<file path="config.mk">
export PLATFORM = sky130hd
export DESIGN_NAME = axi_master_traffic_gen
export DESIGN_NICKNAME = d
export VERILOG_FILES = /design/src/rtl/axi_master_traffic_gen.sv
export SDC_FILE = /design/constraint.sdc
export NUM_CORES = 1
export LEC_CHECK = 0
export ABC_AREA = 1
export CAP_MARGIN = 20
export CORE_ASPECT_RATIO = 2
export CORE_MARGIN = 5
export CORE_UTILIZATION = 35
export CTS_CLUSTER_SIZE = 14
export DETAILED_ROUTE_END_ITERATION = 8
export GPL_TIMING_DRIVEN = 0
export PLACE_DENSITY = 0.59
export SYNTH_ARGS = -nofsm -noshare
export SYNTH_HDL_FRONTEND = slang
export SYNTH_SLANG_ARGS = --single-unit
</file>
<file path="constraint.sdc">
create_clock -name MASTER_CLK -period 7.6 [get_ports MASTER_CLK]
set_input_delay 1.14 -clock MASTER_CLK [delete_from_list [all_inputs] [get_ports MASTER_CLK]]
set_output_delay 1.14 -clock MASTER_CLK [all_outputs]
set_load 0.1 [all_outputs]
</file>
<file path="src/rtl/axi_master_traffic_gen.sv">
// AXI4 master traffic generator: issues AW/AR bursts, streams incrementing W data, checks B/R in order.
// Define TRAFFIC_THROTTLE_EN to gate W valid / R ready with a 16-bit LFSR against WR/RD_CAPACITY.
module axi_master_traffic_gen #(
    parameter int          ID_WIDTH    = 2,
    parameter int          ADDR_WIDTH  = 32,
    parameter int          DATA_WIDTH  = 32,
    parameter int          OUTSTD_LOG2 = 4,
    parameter int          CNT_WIDTH   = 16,
    parameter logic [15:0] LFSR_SEED   = 16'hACE1
) (
    input  logic                    MASTER_CLK,
    input  logic                    MASTER_RST,
    input  logic                    CMD_VALID,
    output logic                    CMD_READY,
    input  logic                    CMD_WRITE,
    input  logic [ID_WIDTH-1:0]     CMD_ID,
    input  logic [ADDR_WIDTH-1:0]   CMD_ADDR,
    input  logic [7:0]              CMD_LEN,
    input  logic [DATA_WIDTH-1:0]   CMD_DATA,
    input  logic [4:0]              WR_CAPACITY,
    input  logic [4:0]              RD_CAPACITY,
    output logic [ID_WIDTH-1:0]     MASTER_WR_ADDR_ID,
    output logic [ADDR_WIDTH-1:0]   MASTER_WR_ADDR,
    output logic [7:0]              MASTER_WR_ADDR_LEN,
    output logic [1:0]              MASTER_WR_ADDR_BURST,
    output logic                    MASTER_WR_ADDR_VALID,
    input  logic                    MASTER_WR_ADDR_READY,
    output logic [DATA_WIDTH-1:0]   MASTER_WR_DATA,
    output logic [DATA_WIDTH/8-1:0] MASTER_WR_STRB,
    output logic                    MASTER_WR_DATA_LAST,
    output logic                    MASTER_WR_DATA_VALID,
    input  logic                    MASTER_WR_DATA_READY,
    input  logic [ID_WIDTH-1:0]     MASTER_WR_BACK_ID,
    input  logic [1:0]              MASTER_WR_BACK_RESP,
    input  logic                    MASTER_WR_BACK_VALID,
    output logic                    MASTER_WR_BACK_READY,
    output logic [ID_WIDTH-1:0]     MASTER_RD_ADDR_ID,
    output logic [ADDR_WIDTH-1:0]   MASTER_RD_ADDR,
    output logic [7:0]              MASTER_RD_ADDR_LEN,
    output logic [1:0]              MASTER_RD_ADDR_BURST,
    output logic                    MASTER_RD_ADDR_VALID,
    input  logic                    MASTER_RD_ADDR_READY,
    input  logic [ID_WIDTH-1:0]     MASTER_RD_BACK_ID,
    input  logic [DATA_WIDTH-1:0]   MASTER_RD_DATA,
    input  logic [1:0]              MASTER_RD_DATA_RESP,
    input  logic                    MASTER_RD_DATA_LAST,
    input  logic                    MASTER_RD_DATA_VALID,
    output logic                    MASTER_RD_DATA_READY,
    output logic [CNT_WIDTH-1:0]    WR_DONE_CNT,
    output logic [CNT_WIDTH-1:0]    RD_DONE_CNT,
    output logic [CNT_WIDTH-1:0]    ERR_CNT,
    output logic                    ERR_FLAG,
    output logic                    IDLE
);
    localparam int DEPTH = 1 << OUTSTD_LOG2;
    localparam int PW    = OUTSTD_LOG2 + 1;

    typedef struct packed {
        logic [ID_WIDTH-1:0]   id;
        logic [7:0]            len;
        logic [DATA_WIDTH-1:0] data;
    } ent_t;
    typedef enum logic {W_IDLE, W_SEND} w_state_t;

    ent_t                  wr_mem [DEPTH];
    ent_t                  rd_mem [DEPTH];
    logic [PW-1:0]         wr_ptr, d_ptr, rsp_ptr, rd_wptr, rd_ptr;
    logic [DATA_WIDTH-1:0] aw_data, ar_data;
    logic [7:0]            w_beat, r_beat;
    w_state_t              w_state, w_state_nxt;
    ent_t                  w_head, b_head, r_head;
    logic wr_full, rd_full, cmd_acc, aw_hs, ar_hs, w_hs, w_last, w_more, thr_ok;
    logic b_empty, b_pop, b_err, r_hs, r_empty, r_err;

    function automatic logic [CNT_WIDTH-1:0] sat_add(input logic [CNT_WIDTH-1:0] a, input logic [1:0] inc);
        logic [CNT_WIDTH:0] s;
        s = {1'b0, a} + {{(CNT_WIDTH-1){1'b0}}, inc};
        return s[CNT_WIDTH] ? '1 : s[CNT_WIDTH-1:0];
    endfunction

    assign wr_full   = (wr_ptr - rsp_ptr) == PW'(DEPTH);
    assign rd_full   = (rd_wptr - rd_ptr) == PW'(DEPTH);
    assign CMD_READY = !MASTER_WR_ADDR_VALID && !MASTER_RD_ADDR_VALID && !(CMD_WRITE ? wr_full : rd_full);
    assign cmd_acc   = CMD_VALID && CMD_READY;
    assign aw_hs     = MASTER_WR_ADDR_VALID && MASTER_WR_ADDR_READY;
    assign ar_hs     = MASTER_RD_ADDR_VALID && MASTER_RD_ADDR_READY;
    assign MASTER_WR_ADDR_BURST = 2'b01;
    assign MASTER_RD_ADDR_BURST = 2'b01;
    assign MASTER_WR_BACK_READY = 1'b1;
    assign IDLE = !MASTER_WR_ADDR_VALID && !MASTER_RD_ADDR_VALID && (wr_ptr == rsp_ptr) && (rd_ptr == rd_wptr);

    always_ff @(posedge MASTER_CLK) begin
        if (MASTER_RST) begin
            MASTER_WR_ADDR_VALID <= 1'b0;
            MASTER_RD_ADDR_VALID <= 1'b0;
        end else begin
            if (cmd_acc && CMD_WRITE)       MASTER_WR_ADDR_VALID <= 1'b1;
            else if (aw_hs)                 MASTER_WR_ADDR_VALID <= 1'b0;
            if (cmd_acc && !CMD_WRITE)      MASTER_RD_ADDR_VALID <= 1'b1;
            else if (ar_hs)                 MASTER_RD_ADDR_VALID <= 1'b0;
        end
    end

    // Address/payload registers and FIFO storage carry no reset; validity lives in the pointers.
    always_ff @(posedge MASTER_CLK) begin
        if (cmd_acc && CMD_WRITE) begin
            MASTER_WR_ADDR_ID  <= CMD_ID;
            MASTER_WR_ADDR     <= CMD_ADDR;
            MASTER_WR_ADDR_LEN <= CMD_LEN;
            aw_data            <= CMD_DATA;
        end
        if (cmd_acc && !CMD_WRITE) begin
            MASTER_RD_ADDR_ID  <= CMD_ID;
            MASTER_RD_ADDR     <= CMD_ADDR;
            MASTER_RD_ADDR_LEN <= CMD_LEN;
            ar_data            <= CMD_DATA;
        end
        if (aw_hs) wr_mem[wr_ptr[OUTSTD_LOG2-1:0]] <= '{MASTER_WR_ADDR_ID, MASTER_WR_ADDR_LEN, aw_data};
        if (ar_hs) rd_mem[rd_wptr[OUTSTD_LOG2-1:0]] <= '{MASTER_RD_ADDR_ID, MASTER_RD_ADDR_LEN, ar_data};
    end

    assign w_head = wr_mem[d_ptr[OUTSTD_LOG2-1:0]];
    assign w_hs   = (w_state == W_SEND) && MASTER_WR_DATA_READY;
    assign w_last = (w_beat == w_head.len);
    assign w_more = (w_hs && w_last) ? ((d_ptr + PW'(1)) != wr_ptr) : (d_ptr != wr_ptr);

    assign MASTER_WR_DATA       = w_head.data + DATA_WIDTH'(w_beat);
    assign MASTER_WR_STRB       = '1;
    assign MASTER_WR_DATA_LAST  = w_last;
    assign MASTER_WR_DATA_VALID = (w_state == W_SEND);

    // Throttle only gates raising VALID; a presented beat stays until accepted.
    always_comb begin
        w_state_nxt = w_state;
        if (w_state == W_IDLE || w_hs) w_state_nxt = (w_more && thr_ok) ? W_SEND : W_IDLE;
    end

    assign b_head  = wr_mem[rsp_ptr[OUTSTD_LOG2-1:0]];
    assign b_empty = (rsp_ptr == d_ptr);
    assign b_pop   = MASTER_WR_BACK_VALID && !b_empty;
    assign b_err   = MASTER_WR_BACK_VALID &&
                     (b_empty || MASTER_WR_BACK_ID != b_head.id || MASTER_WR_BACK_RESP != 2'b00);

    assign r_head  = rd_mem[rd_ptr[OUTSTD_LOG2-1:0]];
    assign r_hs    = MASTER_RD_DATA_VALID && MASTER_RD_DATA_READY;
    assign r_empty = (rd_ptr == rd_wptr);
    assign r_err   = r_hs && (r_empty || MASTER_RD_BACK_ID != r_head.id ||
                     MASTER_RD_DATA != r_head.data + DATA_WIDTH'(r_beat) || MASTER_RD_DATA_RESP != 2'b00 ||
                     MASTER_RD_DATA_LAST != (r_beat == r_head.len));

    always_ff @(posedge MASTER_CLK) begin
        if (MASTER_RST) begin
            w_state     <= W_IDLE;
            wr_ptr      <= '0;
            d_ptr       <= '0;
            rsp_ptr     <= '0;
            rd_wptr     <= '0;
            rd_ptr      <= '0;
            w_beat      <= '0;
            r_beat      <= '0;
            WR_DONE_CNT <= '0;
            RD_DONE_CNT <= '0;
            ERR_CNT     <= '0;
            ERR_FLAG    <= 1'b0;
        end else begin
            w_state <= w_state_nxt;
            if (aw_hs) wr_ptr  <= wr_ptr + PW'(1);
            if (ar_hs) rd_wptr <= rd_wptr + PW'(1);
            if (w_hs) begin
                if (w_last) begin
                    d_ptr  <= d_ptr + PW'(1);
                    w_beat <= '0;
                end else begin
                    w_beat <= w_beat + 8'd1;
                end
            end
            if (b_pop) rsp_ptr <= rsp_ptr + PW'(1);
            if (r_hs && !r_empty) begin
                if (MASTER_RD_DATA_LAST) begin
                    rd_ptr <= rd_ptr + PW'(1);
                    r_beat <= '0;
                end else begin
                    r_beat <= r_beat + 8'd1;
                end
            end
            WR_DONE_CNT <= sat_add(WR_DONE_CNT, {1'b0, b_pop});
            RD_DONE_CNT <= sat_add(RD_DONE_CNT, {1'b0, r_hs && !r_empty && MASTER_RD_DATA_LAST});
            ERR_CNT     <= sat_add(ERR_CNT, {1'b0, b_err} + {1'b0, r_err});
            ERR_FLAG    <= ERR_FLAG | b_err | r_err;
        end
    end

`ifdef TRAFFIC_THROTTLE_EN
    logic [15:0] lfsr;
    always_ff @(posedge MASTER_CLK) begin
        if (MASTER_RST) begin
            lfsr                 <= LFSR_SEED;
            MASTER_RD_DATA_READY <= 1'b0;
        end else begin
            lfsr                 <= {lfsr[14:0], lfsr[15] ^ lfsr[13] ^ lfsr[12] ^ lfsr[10]};
            MASTER_RD_DATA_READY <= (lfsr[9:5] < RD_CAPACITY) || (RD_CAPACITY == 5'd31);
        end
    end
    assign thr_ok = (lfsr[4:0] < WR_CAPACITY) || (WR_CAPACITY == 5'd31);
`else
    logic unused_cfg;
    assign unused_cfg = ^{WR_CAPACITY, RD_CAPACITY, LFSR_SEED};
    assign thr_ok     = 1'b1;
    always_ff @(posedge MASTER_CLK) begin
        if (MASTER_RST) MASTER_RD_DATA_READY <= 1'b0;
        else            MASTER_RD_DATA_READY <= 1'b1;
    end
`endif
endmodule
</file>
Word level (Yosys, flattened, before mapping)
Memory sizes are Yosys's and may differ from the RTL's. A register that Yosys moved wholly into a read port is not among the register bits.
Index checks and enable logic that the tools add are counted.
- flip-flop bits (word level): 242
- output and inout bits: 181
- input port bits: 134
- memories kept: 2
- word-level logic and storage cells: 115
- memory bits (writable): 1344
- memory list (name ; words ; bits a word ; read ports ; clocked after Yosys merged registers in ; wr ports ; line ; text):
    rd_mem ; 16 ; 42 ; 1 ; 1 ; 1 ; 66 ; ent_t rd_mem [DEPTH];
    wr_mem ; 16 ; 42 ; 2 ; 2 ; 1 ; 65 ; ent_t wr_mem [DEPTH];
- multiplexer cells: 23
- reductions and logical operators: 36
- bitwise logic cells: 3
- eq/ne operators: 13
- add/subtract/negate cells: 15
- operators by type and width (kind ; count):
    $add 32x8->32 ; 2
    $mux 16 ; 3
    $add 16x1->17 ; 2
    $ne 32x32->1 ; 1
    $add 5x1->5 const B ; 5
    $mux 4 ; 6
    $add 16x2->17 ; 1
    $logic_and 1x1->1 ; 17
    $add 8x1->8 const B ; 2
    $eq 8x8->1 ; 2
    $mux 8 ; 2
    $eq 5x5->1 ; 3
    $mux 1 ; 12
    $eq 5x5->1 const B ; 2
    $ne 5x5->1 ; 2
    $sub 5x5->5 ; 2
    $reduce_bool 2->1 ; 4
    $logic_or 1x1->1 ; 7
    $logic_not 1->1 ; 6
    $ne 2x2->1 ; 2
    $reduce_and 2->1 ; 2
    $add 1x1->2 ; 1
    $or 1x1->1 ; 2
    $ne 1x1->1 ; 1
    $not 1->1 ; 1

Logic depth before layout (Yosys ltp)
Gate-level depths: netlist of the first run.
- word-level depth: 9
- gate-level depth with buffers: 44
- mapped depth without buffers: 38

Worst setup path before layout of the first run
Ideal clock, no wire load.
- path kind: register -> register
- start point: reg wr_ptr[0]
- end point: reg MASTER_RD_ADDR[0], enable pin
- data arrival time: 6984 ps
- required time: 7092 ps
- setup slack: 108 ps
- period minus slack after synthesis: 7492 ps
- cell stages (with the launch flop): 10
- path buffers: 0
- library setup time: 508 ps
- cells stage by stage: dfxtp_1 > inv_1 > ha_1 > fa_1 > o21ai_0 > xor2_1 > nor4_1 > nor3_1 > nand2_1 > nor2_1
- word-level cells in the longest chain between the ends: 7
- ends and longest elaborated chain (element ; line ; text):
    start: declaration ; 67 ; logic [PW-1:0] wr_ptr, d_ptr, rsp_ptr, rd_wptr, rd_ptr;
    start signal: assignment ; 167 ; if (aw_hs) wr_ptr <= wr_ptr + PW'(1);
    $sub 5x5->5 ; 81 ; assign wr_full = (wr_ptr - rsp_ptr) == PW'(DEPTH);
    $eq 5x5->1 ; 81 ;
    $mux 1 ; 83 ; assign CMD_READY = !MASTER_WR_ADDR_VALID && !MASTER_RD_ADDR_VALID && !(CMD_WRITE ? wr_full : rd_full);
    $logic_not 1->1 ; 83 ;
    $logic_and 1x1->1 ; 83 ;
    net CMD_READY ; 14 ; output logic CMD_READY,
    $logic_and 1x1->1 ; 84 ; assign cmd_acc = CMD_VALID && CMD_READY;
    $logic_and 1x1->1 ; 112 ; if (cmd_acc && !CMD_WRITE) begin
    end signal: assignment ; 114 ; MASTER_RD_ADDR <= CMD_ADDR;
    end: declaration ; 38 ; output logic [ADDR_WIDTH-1:0] MASTER_RD_ADDR,
The timed path passes the listed nets, and every way through them passes these cells.
A chain may end at the register's enable or synchronous reset.

==> results of run 1 <==
cell families after synthesis:
group,synth area share [%]
flops,70.9
compound gates,7.68
other cells,0.0114
mux,0.121
buf+inv,4.82
simple gates,14.2
xor+xnor,1.26
fa+ha+maj,0.946
metal layers:
layer / up-vias / global-route usage [%] / wire, um
li1: 20600 / - / -
met1: 22800 / 23.2 / 76900
met4: 4 / 13.0 / 15600
met2: 2223 / 40.1 / 117000
met3: 685 / 3.53 / 15100
met5: - / 0 / 27
layout make-up:
| cell class | instances | share of cell area (%) |
|---|---|---|
| multi-input combinational | 3280 | 20.8 |
| inverter | 404 | 1.94 |
| antenna | 10 | 0.0317 |
| sequential | 1598 | 59.5 |
| clock inverter | 54 | 0.705 |
| timing repair buffer | 367 | 5.67 |
| tap | 2497 | 3.96 |
| buffer | 281 | 2.20 |
| clock buffer | 196 | 5.17 |
state kept, by name, summed over array words and instances (netlist names), 32 cells and up, named ones only:
register,flops
aw_data,32
wr_mem,672
ar_data,32
MASTER_RD_ADDR,32
MASTER_WR_ADDR,32
rd_mem,672
repair_timing:
action	CTS	global route
pin swaps	1	2
gates resized for setup	152	63
setup endpoints to repair	45	39
buffers inserted	1	0
placed cells by master (no fill, tap or decap), drive strengths merged, types with 24 or more instances in the layout:
cell           count
a21oi             84
buf              274
clkbuf           288
clkdlybuf4s50    271
clkinv            39
dfxtp            106
edfxtp          1492
ha                42
inv              406
nand2           1024
nand3            453
nand4             24
nor2             682
nor3              28
o211ai            96
o21ai            504
o221ai           117
o22ai             46
xnor2             27
xor2              68
stage by stage:
step	power (uW)	worst slack [ns]	area [um^2]	TNS, ns	hold slack, ns
2_1_floorplan	10600	0.108	66200	0	0.443
3_3_place_gp	11100	-2.92	72200	-249.95	0.464
3_5_place_dp	11100	-1.27	74000	-34.70	0.474
4_1_cts	18400	-0.0627	78700	-0.0627	0.487
5_1_grt	18800	-0.0217	78800	-0.0217	0.503
6_report	18300	0.243	78800	0	0.485
how the worst max path moves through the flow:
stage                                 from                           to  slack [ns]  depth (start not counted)
floorplan           wr_ptr[0]$_SDFFE_PP0P_  MASTER_RD_ADDR[0]$_DFFE_PP_        0.11                          9
global placement                 CMD_WRITE        ar_data[17]$_DFFE_PP_       -2.92                          9
detailed placement                register        ERR_CNT[6]$_SDFF_PP0_       -1.27                         33
CTS                               register           MASTER_WR_DATA[30]       -0.06                         32
global route                      register        ERR_CNT[4]$_SDFF_PP0_       -0.02                         38
finish                            register           MASTER_WR_DATA[30]        0.24                         30
power groups by stage:
stage,logic [uW],registers (uW),clock network (uW)
3_5_place_dp,1080,10000,0
3_3_place_gp,1040,10000,0
2_1_floorplan,425,10200,0
5_1_grt,1130,9860,7830
6_report,1080,9850,7410
4_1_cts,1080,9850,7510
critical path: cells and delay by family (launching register included):
family          cells  cell delay [ns]
buf+inv            11             2.15
simple gates       14             1.69
fa+ha+maj           2             0.63
compound gates      2             0.37
flops               1             0.33
xor+xnor            1             0.21
==> impl_metrics.json, run 1 <==
{
  "status": "finished clean",
  "drive_gt1_share_pct": 9.50,
  "gr-usage-all-layers_pct": 21.7,
  "nets": 6266,
  "via_per_inst": 5.33,
  "ys_types": 51,
  "hpwl_um": 157000,
  "die_h_um": 625,
  "numCtsBuffers": 153,
  "rsz0062_at_grt": "yes",
  "r2r-end": "ERR_CNT[6]$_SDFF_PP0_",
  "ios": 315,
  "cts_sinks": 1598,
  "hold_buffers": 0,
  "max-vdd-ir-drop_mv": 0.200,
  "max-slew-margin-rel_pct": 24.1,
  "hold_violations": 0,
  "dpl.cell_count": 8435,
  "drt-initial-drc-count": 4078,
  "synthTopCellsByCount": "edfxtp_1, nand2_1, nor2_1",
  "cpMaxStageDelayCell": "fa_1",
  "p_sw_share_pct": 22.9,
  "seq_power_share_pct": 53.7,
  "synth.area.top_cells": "edfxtp_1, nand2_1, nor2_1",
  "vias": 46300,
  "rrSetupSlack_ns": 0.52,
  "cp_max_fo": 10,
  "grt_max_degree": 53,
  "fill_cells": 17600,
  "setup_viol": 0,
  "rr_worst_depth": 34,
  "worst_ep_required_time_ns": 6.46,
  "fin_skew_ns": 0.0548,
  "ff_latch_area_um2": 46900,
  "antenna_found_initial": 18,
  "drv_cap": 0,
  "grt_overflow": 0,
  "synth_most_common_cell": "edfxtp_1",
  "fin_crit_ns": 7.36,
  "cts_tree": "yes",
  "hold_depth": 2,
  "place_congestion": 0.887,
  "hp-start": "rd_ptr[4]$_SDFFE_PP0P_",
  "grt_first_pass_wirelength_um": 319000,
  "synth-edff-count": 1492,
  "fmax_mhz": 136,
  "clkPwrFrac_pct": 40.4,
  "holdPathEnd": "rd_ptr[4]$_SDFFE_PP0P_",
  "wl_per_cell_um": 25.9,
  "powerDensity_nw_per_um2": 233,
  "synth_top_area_share_pct": 67.7,
  "initial_core_util_pct": 35.2,
  "die_area_um2": 198000,
  "syn_area_per_cell_um2": 11.9,
  "leakage_uw": 0.0282,
  "port_buffers": 294,
  "synthFlopType": "edfxtp_1",
  "final_cells": 8687,
  "syn_inst": 5567,
  "p_comb_share_pct": 5.9,
  "drv_slew": 0,
  "arrival_ns": 6.22,
  "synth_area_leader_cell": "edfxtp_1",
  "core_um2": 188000,
  "cts-root-buf": "clkbuf_16",
  "rows": 225,
  "die_width_um": 317,
  "clk_latency_ns": 0.81,
  "slowest_delay_ns": 0.45,
  "power.switching_uw": 4190,
  "ant_nets": 0,
  "dr.pass1.iters": 6,
  "setup.worst_path.start_class": "register",
  "crit_top_cell": "buf_6",
  "crit_path_end_kind": "primary output",
  "worstSetupPathType": "reg -> out",
  "routed_wl_um": 225000,
  "clk_pin_slew_ns": 0.06,
  "synth.cell_area_um2": 66200,
  "yosys_warnings": 0,
  "hold_class": "reg -> reg",
  "drcViolationCount": 0,
  "grt_pass1_vias": 46100,
  "utilization_pct": 41.9,
  "cts_max_path_buffers": 4,
  "ctsHtreeMaxLevel": 4,
  "fin_crit_sh_pct": 96.8,
  "seq_area_frac_synth_pct": 70.9,
  "internal_power_uw": 14100,
  "synthArstFlopShare_pct": 0,
  "ys_ff_latch": 1598,
  "worst_pin_slew_ns": 1.14,
  "areaGrowthSynthToFinish_pct": 19.2,
  "multiInputGateArea_um2": 16400
}
No activity file was read; power rests on OpenSTA's default activity.
==> inputs of run 2 (changes only) <==
Settings changed: CORE_UTILIZATION 35 to 30, CTS_CLUSTER_DIAMETER set to 100, PLACE_DENSITY 0.59 to 0.53.
==> run 2 against run 1 <==
Sequential share of layout area up 0.21 points; flip-flop and latch count unchanged; setup slack better by 0.062 ns; final cell count up 4.3%; clock power down 11%; cell area down 0.36%; largest cell class unchanged; wire length up 4.4%; register-to-register slack worse by 0.07 ns.
==> impl_metrics.json, run 2 (synthesis gave the netlist of run 1 again) <==
{
  "path_buf_inv": 9,
  "status": "finished clean",
  "ctsHtreeMaxLevel": 4,
  "worst_ep_required_time_ns": 6.46,
  "utilization_pct": 35.8,
  "fill_cells": 21400,
  "areaGrowthSynthToFinish_pct": 18.7,
  "drv_cap": 0,
  "grt_overflow": 0,
  "fin_skew_ns": 0.0416,
  "place_congestion": 0.861,
  "final_cells": 9064,
  "max-slew-margin-rel_pct": 20.7,
  "vias": 45900,
  "worst_pin_slew_ns": 1.19,
  "cts-root-buf": "clkbuf_16",
  "setup_viol": 0,
  "routed_wl_um": 235000,
  "max-vdd-ir-drop_mv": 0.177,
  "core_um2": 219000,
  "cp_max_fo": 10,
  "rows": 243,
  "dr.pass1.iters": 6,
  "drive_gt1_share_pct": 8.70,
  "ant_nets": 0,
  "via_per_inst": 5.06,
  "dpl_cell_area_um2": 74600,
  "hpwl_um": 167000,
  "wl_per_cell_um": 25.9,
  "hold_buffers": 0,
  "die_h_um": 674,
  "p_sw_share_pct": 23.3,
  "initial_core_util_pct": 30.2,
  "dp_slack_ns": -1.40,
  "final_common_cell": "edfxtp_1",
  "fin_crit_ns": 7.29,
  "hold_class": "reg -> reg",
  "cts_tree": "yes",
  "dpl.cell_count": 8879,
  "arrival_ns": 6.15,
  "slowest_delay_ns": 0.44,
  "leakage_uw": 0.0277,
  "layout_common_cells": "edfxtp_1, nand2_1, nor2_1, o21ai_0, nand3_1",
  "drt-initial-drc-count": 3969,
  "grt_pass1_vias": 46000,
  "gr-usage-all-layers_pct": 19.7,
  "hold_violations": 0,
  "crit_path_end_kind": "primary output",
  "internal_power_uw": 13400,
  "antenna_found_initial": 20,
  "final_area_um2": 78500,
  "grt_first_pass_wirelength_um": 330000,
  "drcViolationCount": 0,
  "power.switching_uw": 4090,
  "port_buffers": 294,
  "drv_slew": 0,
  "crit_family": "buffers and inverters",
  "ios": 315,
  "crit_top_cell": "buf_6",
  "setup.worst_path.start_class": "register",
  "seq_power_share_pct": 56.3,
  "clk_latency_ns": 0.77,
  "die_width_um": 342,
  "numCtsBuffers": 140,
  "clkPwrFrac_pct": 37.5,
  "cts_max_path_buffers": 4,
  "cpMaxStageDelayCell": "o211ai_1",
  "fin_crit_sh_pct": 96.0,
  "worstSetupPathType": "reg -> out",
  "nets": 6246,
  "fmax_mhz": 137,
  "cts_sinks": 1598,
  "final.setup.worst_slack_ns": 0.305,
  "clk_pin_slew_ns": 0.07,
  "grt_max_degree": 51,
  "powerDensity_nw_per_um2": 223,
  "rsz0062_at_grt": "no",
  "p_comb_share_pct": 6.2,
  "die_area_um2": 231000
}
## run 2: cell count changes in the layout (fill, tap and decap cells not counted), moves of 3 or more
| cell | change |
|---|---|
| clkbuf_4 | -4 |
| clkbuf_1 | +8 |
| buf_4 | +3 |
| buf_16 | +3 |
| bufinv_16 | -11 |
| clkbuf_16 | -13 |
| buf_6 | -4 |
| clkbuf_2 | -11 |
| clkinv_2 | -13 |
| clkinv_1 | -21 |
## run 2: stage by stage
step / TNS [ns] / hold WS [ns] / total power [uW]
2_1_floorplan: 0 / 0.443 / 10600
3_3_place_gp: -322.47 / 0.462 / 11100
3_5_place_dp: -37.60 / 0.468 / 11100
4_1_cts: 0 / 0.482 / 17600
5_1_grt: 0 / 0.506 / 18000
6_report: 0 / 0.478 / 17500
## run 2: final timing paths
check                                from                       to  slack (ns)  cells past startpoint
setup / recovery                 register       MASTER_WR_DATA[27]        0.31                     25
setup reg to reg                 register    ERR_CNT[5]$_SDFF_PP0_        0.45                     36
hold / removal    rd_wptr[4]$_SDFFE_PP0P_  rd_wptr[4]$_SDFFE_PP0P_        0.48                      1
hold reg to reg   rd_wptr[4]$_SDFFE_PP0P_  rd_wptr[4]$_SDFFE_PP0P_        0.48                      1
## run 2: layout make-up
| cell class | count | area [um^2] | share of cell area (%) |
|---|---|---|---|
| Sequential cell | 1598 | 46900 | 59.7 |
| Multi-Input combinational cell | 3280 | 16400 | 20.8 |
| Timing Repair Buffer | 368 | 4510 | 5.74 |
| Clock buffer | 184 | 3730 | 4.75 |
| Tap cell | 2940 | 3680 | 4.68 |
| Buffer | 273 | 1720 | 2.19 |
| Inverter | 404 | 1530 | 1.95 |
| Clock inverter | 5 | 51.3 | 0.0653 |
| Antenna cell | 12 | 30.0 | 0.0382 |
## run 2: timing repair
action / 4_1_cts / 5_1_grt
buffers inserted: 1 / 0
endpoints found under the setup margin: 46 / 31
resized for setup: 172 / 11
pin swaps: 2 / 3
## run 2: layer usage
layer / vias up / wire length [um] / track usage (%)
met3: 628 / 12100 / 2.48
met2: 1871 / 125000 / 37.1
met4: 8 / 14900 / 11.0
met5: - / 48 / 0
met1: 22900 / 83000 / 21.1
li1: 20500 / - / -
## run 2: power groups by stage
| stage | Sequential [uW] | Combinational [uW] | Clock, uW |
|---|---|---|---|
| 2_1_floorplan | 10200 | 425 | 0 |
| 3_3_place_gp | 10100 | 1060 | 0 |
| 3_5_place_dp | 10000 | 1080 | 0 |
| 4_1_cts | 9850 | 1090 | 6670 |
| 5_1_grt | 9860 | 1140 | 6970 |
| 6_report | 9850 | 1080 | 6570 |
